===== src/rtl/div_seq.sv =====
// div_seq: multi-cycle restoring divider for DIV/DIVU, one quotient bit per cycle, HI=remainder LO=quotient
module div_seq #(
  parameter int WIDTH = 32
) (
  input  logic               clk,
  input  logic               rst,
  input  logic               start_i,
  input  logic               annul_i,
  input  logic               signed_i,
  input  logic [WIDTH-1:0]   opdata1_i,
  input  logic [WIDTH-1:0]   opdata2_i,
  output logic [2*WIDTH-1:0] result_o,
  output logic               ready_o,
  output logic               busy_o
);
  localparam int CW = $clog2(WIDTH) + 1;
  typedef enum logic [1:0] {S_FREE, S_BYZERO, S_ON, S_END} state_t;
  state_t             state_q, state_d;
  logic [CW-1:0]      cnt_q, cnt_d;
  logic [2*WIDTH-1:0] work_q, work_d;
  logic [WIDTH-1:0]   dvs_q, dvs_d;
  logic               sgn_q, sgn_d;
  logic               na_q, na_d;
  logic               nb_q, nb_d;
  logic [2*WIDTH-1:0] result_q, result_d;
  logic [WIDTH-1:0]   abs_a, abs_b;
  logic [WIDTH:0]     part, diff;
  logic               ge;
  logic [2*WIDTH-1:0] step;
  logic [WIDTH-1:0]   quo_fix, rem_fix;
  logic               abort;
  // Datapath: operand magnitudes, one restoring step over {rem, dividend} and the final sign fix
  always_comb begin
    abs_a   = (signed_i & opdata1_i[WIDTH-1]) ? -opdata1_i : opdata1_i;
    abs_b   = (signed_i & opdata2_i[WIDTH-1]) ? -opdata2_i : opdata2_i;
    part    = work_q[2*WIDTH-1:WIDTH-1];
    diff    = part - {1'b0, dvs_q};
    ge      = part >= {1'b0, dvs_q};
    step    = {ge ? diff[WIDTH-1:0] : part[WIDTH-1:0], work_q[WIDTH-2:0], ge};
    quo_fix = (sgn_q & (na_q ^ nb_q)) ? -step[WIDTH-1:0] : step[WIDTH-1:0];
    rem_fix = (sgn_q & na_q) ? -step[2*WIDTH-1:WIDTH] : step[2*WIDTH-1:WIDTH];
    abort   = annul_i | ~start_i;
  end
  // Next-state logic: FREE accepts, ON iterates WIDTH steps, END holds the result until start drops
  always_comb begin
    state_d  = state_q;
    cnt_d    = cnt_q;
    work_d   = work_q;
    dvs_d    = dvs_q;
    sgn_d    = sgn_q;
    na_d     = na_q;
    nb_d     = nb_q;
    result_d = result_q;
    unique case (state_q)
      S_FREE: begin
        result_d = '0;
        if (!abort) begin
          state_d = (opdata2_i == '0) ? S_BYZERO : S_ON;
          cnt_d   = '0;
          work_d  = {{WIDTH{1'b0}}, abs_a};
          dvs_d   = abs_b;
          sgn_d   = signed_i;
          na_d    = opdata1_i[WIDTH-1];
          nb_d    = opdata2_i[WIDTH-1];
        end
      end
      S_BYZERO: begin
        result_d = '0;
        state_d  = abort ? S_FREE : S_END;
      end
      S_ON: begin
        if (abort) begin
          state_d  = S_FREE;
          result_d = '0;
        end else begin
          work_d = step;
          cnt_d  = cnt_q + 1'b1;
          if (cnt_q == CW'(WIDTH - 1)) begin
            state_d  = S_END;
            result_d = {rem_fix, quo_fix};
          end
        end
      end
      S_END: begin
        if (abort) begin
          state_d  = S_FREE;
          result_d = '0;
        end
      end
      default: state_d = S_FREE;
    endcase
  end
  // State and datapath registers, cleared by synchronous reset
  always_ff @(posedge clk) begin
    if (rst) begin
      state_q  <= S_FREE;
      cnt_q    <= '0;
      work_q   <= '0;
      dvs_q    <= '0;
      sgn_q    <= 1'b0;
      na_q     <= 1'b0;
      nb_q     <= 1'b0;
      result_q <= '0;
    end else begin
      state_q  <= state_d;
      cnt_q    <= cnt_d;
      work_q   <= work_d;
      dvs_q    <= dvs_d;
      sgn_q    <= sgn_d;
      na_q     <= na_d;
      nb_q     <= nb_d;
      result_q <= result_d;
    end
  end
  assign result_o = result_q;
  assign ready_o  = state_q == S_END;
  assign busy_o   = start_i & ~ready_o;
endmodule


===== config.mk =====
export PLATFORM = sky130hd
export DESIGN_NAME = div_seq
export DESIGN_NICKNAME = d
export VERILOG_FILES = /design/src/rtl/div_seq.sv
export SDC_FILE = /design/constraint.sdc
export NUM_CORES = 1
export LEC_CHECK = 0
export ABC_AREA = 1
export CAP_MARGIN = 20
export CORE_MARGIN = 10
export CORE_UTILIZATION = 45
export CTS_CLUSTER_SIZE = 14
export DETAILED_ROUTE_END_ITERATION = 10
export HOLD_SLACK_MARGIN = 0.15
export PLACE_DENSITY = 0.7
export SLEW_MARGIN = 20
export SYNTH_ARGS = -nofsm -noshare
export SYNTH_HDL_FRONTEND = slang
export SYNTH_SLANG_ARGS = --single-unit

===== constraint.sdc =====
create_clock -name clk -period 8.41 [get_ports clk]
set_input_delay 1.682 -clock clk [delete_from_list [all_inputs] [get_ports clk]]
set_output_delay 1.682 -clock clk [all_outputs]
set_load 0.03 [all_outputs]

* Word-level counts from Yosys, hierarchy flattened
Index checks and enable logic that the tools add are counted.
** Word-level totals
- Register bits after elaboration :: 171
- Bits in latches :: 0
- Memory bits (writable) :: 0
- Bits in read-only memories :: 0
- Input bits :: 69
- Logic and storage cells :: 63
- Memories kept :: 0
** Operators by class
- Add/subtract/negate cells :: 6
- Multiply operators :: 0
- Div/mod/pow operators :: 0
- Magnitude comparators :: 1
- Equality and inequality tests :: 8
- Shift operators :: 0
- Multiplexer cells :: 22
- Bitwise operators :: 10
- Reductions and logical operators :: 8
** Operators with widths (number)
- $mux W64 :: 5
- $pmux W64 S3 :: 1
- $mux W32 :: 5
- $neg A32 Y32 :: 4
- $pmux W64 S2 :: 1
- $ge A33 B32 Y1 :: 1
- $logic_not A32 Y1 :: 1
- $sub A32 B32 Y32 :: 1
- $mux W2 :: 6
- $mux W6 :: 2
- $pmux W6 S2 :: 1
- $pmux W2 S4 :: 1
- $add A6 B1 Y6 const B :: 1
- $eq A6 B5 Y1 const B :: 1
- $reduce_and A3 Y1 :: 2
- $and A1 B1 Y1 :: 5
- $eq A2 B2 Y1 const B :: 2
- $ne A2 B2 Y1 const B :: 2
- $reduce_and A2 Y1 :: 2
- $ne A3 B3 Y1 const B :: 1
- $not A1 Y1 :: 3
- $eq A2 B1 Y1 const B :: 1
- $logic_not A2 Y1 :: 1
- $ne A2 B1 Y1 const B :: 1
- 4 further kinds :: 4

* Logic depth before layout (Yosys ltp)
- Word-level depth :: 7
- Mapped depth :: 29
- Gate-level depth less buffers :: 29

* Worst setup path after synthesis
Ideal clock, no wire load.
- Path kind :: input-to-output
- From :: input start_i
- To :: output busy_o
- Data arrival time :: 2.114 ns
- Data required time :: 6.728 ns
- Path slack :: 4.614 ns
- Stages on the path :: 2
- Cell sequence :: inv_1 nor2_1
** Between the ends
- Cells in the longest elaborated chain, start to end :: 1
** Ends and longest elaborated chain
- from (decl) :: line 7 : input logic start_i,
- $and A1 B1 Y1 :: line 117 : assign busy_o = start_i & ~ready_o;
- to (decl) :: line 14 : output logic busy_o
No other way between the ends.

* Worst setup path in the final report
- From :: register work_q[45]
- To :: register result_q[30] (netlist: result_o[30])
** Between the ends
- Cells in the longest elaborated chain, start to end :: 6
** Ends and longest elaborated chain
- from (decl) :: line 20 : logic [2*WIDTH-1:0] work_q, work_d;
- from (signal assigned) :: line 107 : work_q <= work_d;
- $ge A33 B32 Y1 :: line 38 : ge = part >= {1'b0, dvs_q};
- $neg A32 Y32 :: line 40 : quo_fix = (sgn_q & (na_q ^ nb_q)) ? -step[WIDTH-1:0] : step[WIDTH-1:0];
- $mux W32 :: line 40
- $mux W64 :: line 78 : if (cnt_q == CW'(WIDTH - 1)) begin
- $mux W64 :: line 72 : if (abort) begin
- $pmux W64 S3 :: line 54 : unique case (state_q)
- to (signal assigned) :: line 112 : result_q <= result_d;
- to (decl) :: line 25 : logic [2*WIDTH-1:0] result_q, result_d;
No other way between the ends. The select of a mux whose other input is x is not followed.
A chain may end at the register's enable or synchronous reset.

==> impl_metrics.json <==
{
  "setup_tns_ns": 0,
  "grt_pass1_wl_um": 65700,
  "diodes": 0,
  "placed_area_mm2": 0.0138,
  "synth_nets": 2122,
  "yosysTopAreaCell": "dfxtp_1",
  "h-tree-depth": 4,
  "globalRouteOverflowTotal": 0,
  "viasPerCell": 5.46,
  "io_buffer_count": 134,
  "timing.final.crit_share": 0.583,
  "synth_area_mm2": 0.0123,
  "initial_core_util": 0.457,
  "route.detailed.drc": 0,
  "pin_count": 135,
  "crit-reg2reg-launch": "work_q[45]",
  "maxSlewViolCount": 0,
  "powerDensity_mw_per_mm2": 232,
  "avgSynthCellArea_um2": 6.11,
  "routedWlPerCell_um": 16.8,
  "die_area_mm2": 0.0343,
  "final_cell_area_mm2": 0.0144,
  "seq_area_frac_synth": 0.279,
  "drive_above_1_share": 0.0593,
  "slew-limit-headroom": 0.278,
  "drt_iter0_drc": 1340,
  "synth_top_area_share": 0.279,
  "start_kind": "flip-flop",
  "synth_cell_types": 54,
  "ys.flop_type": "dfxtp_1",
  "finalHoldViolCount": 0,
  "cts_max_path_buffers": 2,
  "grt_usage": 0.238,
  "synth_edf_count": 0,
  "fillers": 2785,
  "crit_fanout": 50,
  "status": "finished, final reports clean",
  "synthTopCellsByCount": "nand2_1 (521), a21oi_1 (237), inv_1 (226)",
  "grt_max_degree": 99,
  "fin_worst_skew_ns": 0.0138,
  "ys_ff_latch": 171,
  "dp_cells": 2416,
  "syn2layout_area_growth_pct": 17.0,
  "num_rows": 60,
  "grt_setup_unrepaired": "false",
  "dieHeight_um": 185,
  "async_reset_ff_frac": 0,
  "synthCells": 2011,
  "max_cap_viol_count": 0,
  "synthMostInstantiatedCell": "nand2_1",
  "clk_pin_slew_ns": 0.07,
  "crit_path_end_kind": "flip-flop",
  "cts_root_buf": "clkbuf_16",
  "firstDrtPassIters": 8,
  "vias": 13374,
  "die_x_um": 185,
  "yosysWarnings": 0,
  "cts.repair.resized": 0,
  "postCtsHoldBufs": 0,
  "setup_viol": 0,
  "core_mm2": 0.0269,
  "cts_tree": "built",
  "holdCritPathClass": "flip-flop to flip-flop",
  "cp_data_required_time_ns": 8.68,
  "critPathKind": "flip-flop to flip-flop",
  "hpwl_um": 32300,
  "tightest_slew_ns": 1.08,
  "hold_start": "result_o[63]",
  "first_global_vias": 12340,
  "cts_buffers": 17,
  "synth_area_leaders": "dfxtp_1 (28%), nand2_1 (16%), a21oi_1 (9.7%), inv_1 (6.9%), nand3_1 (6.3%)",
  "ant_nets": 0,
  "final_cells": 2448,
  "totalWireLength_um": 41000,
  "fmax_mhz": 204,
  "fin_crit_ns": 4.91,
  "crit_arrival_ns": 5.18,
  "postCtsSetupBuffers": 0,
  "antenna_found_initial": 0,
  "place_congestion": 1.00,
  "clk_latency_ns": 0.44,
  "vdd_drop_max_v": 0.000233,
  "cp-startpoint": "work_q[45]",
  "clock_sinks": 171,
  "power_leakage_nw": 6.61,
  "fin_nets": 2205
}
## sequential cells by signal, summed over array words and instances, names as in the netlist
register / cells
na_q: 1
result_o: 64
sgn_q: 1
cnt_q: 6
work_q: 64
nb_q: 1
dvs_q: 32
state_q: 2
## logic make-up (layout without fill, tap and decap cells)
kind of cell,count (synthesis),count (layout),share of synthesized area
xor gates and xnor gates,51,51,0.0364
and+or+nand+nor,993,993,0.351
adders and majority gates,42,42,0.0434
buffers and inverters,312,408,0.0989
AOI/OAI and AO/OA,442,442,0.192
DFF,171,171,0.279
## report_power, final
part | switching [W] | internal (W) | total (W)
Combinational | 0.00107 | 0.000480 | 0.00155
Sequential | 0.000104 | 0.000894 | 0.000997
Clock | 0.000387 | 0.000397 | 0.000785
## per-stage QoR
stage	total power, W	utilization	hold WS (ns)	setup WS, ns
after floorplan	0.00212	-	0.445	4.61
after global placement	0.00252	0.513	0.452	3.61
after detailed placement	0.00254	0.513	0.454	3.49
after CTS	0.00332	0.535	0.466	3.63
after global routing	0.00359	0.535	0.478	2.95
final	0.00334	0.535	0.463	3.50
## layout make-up
type / count / area (µm²) / share of cell area
Timing Repair Buffer: 143 / 1410 / 0.0978
Clock inverter: 14 / 151 / 0.0105
Clock buffer: 18 / 429 / 0.0298
Tap cell: 341 / 427 / 0.0297
Multi-Input combinational cell: 1528 / 7670 / 0.533
Sequential cell: 171 / 3420 / 0.238
Inverter: 233 / 875 / 0.0608
## routing by layer
metal  wire length (µm)  share of wire  global-route usage
met5                  0              0                   0
met4               1180          0.029              0.0836
met3               2460          0.060              0.0282
met2              18600           0.45               0.381
met1              18800           0.46               0.321
## placed cells by master (no fill, tap or decap), types with 4 or more instances in the layout
master,count
inv_2,4
dfxtp_1,171
o221ai_1,6
a21oi_2,5
nor2_1,177
nand4_1,19
ha_1,41
nand3b_1,7
clkdlybuf4s50_1,133
a31oi_1,6
inv_8,6
a21o_1,4
xor2_1,36
nand3_1,154
buf_4,10
o211ai_1,6
nand3_2,5
nor4_1,5
o21bai_1,4
nor3_1,30
nand2_2,22
nor3_2,4
or2_2,14
o21ai_1,14
xnor2_1,15
clkbuf_16,17
a21oi_1,237
clkinv_4,5
nor2_4,4
inv_1,226
o21ai_0,142
nor2_2,18
nand2_1,521
## critical path, stage by stage (launching register included)
cell      delay, ns
dfxtp_1        0.48
ha_1           0.36
nand2_1        0.14
nor2_2         0.08
nand2_1        0.06
nor2_1         0.07
nand3b_1       0.10
nand2_2        0.07
nor2_4         0.38
nand2_8        0.30
inv_2          0.25
ha_1           0.22
nand3_1        0.11
nor3_1         0.14
inv_1          0.09
nor3_1         0.28
nand3_1        0.12
inv_1          0.11
nand3_1        0.08
o21ai_0        0.39
o21ai_0        0.28
a21oi_1        0.18
inv_1          0.09
nor3_1         0.14
nor2_1         0.06
nand2_1        0.07
a21oi_1        0.05
## worst paths after layout
check,end,slack (ns),depth (start not counted)
worst min register to register,result_o[63],0.46,2
worst max-delay path,result_o[30],3.50,26
worst min-delay path,result_o[63],0.46,2
worst max register to register,result_o[30],3.50,26
Note: power is estimated with default switching activity, not from simulation.
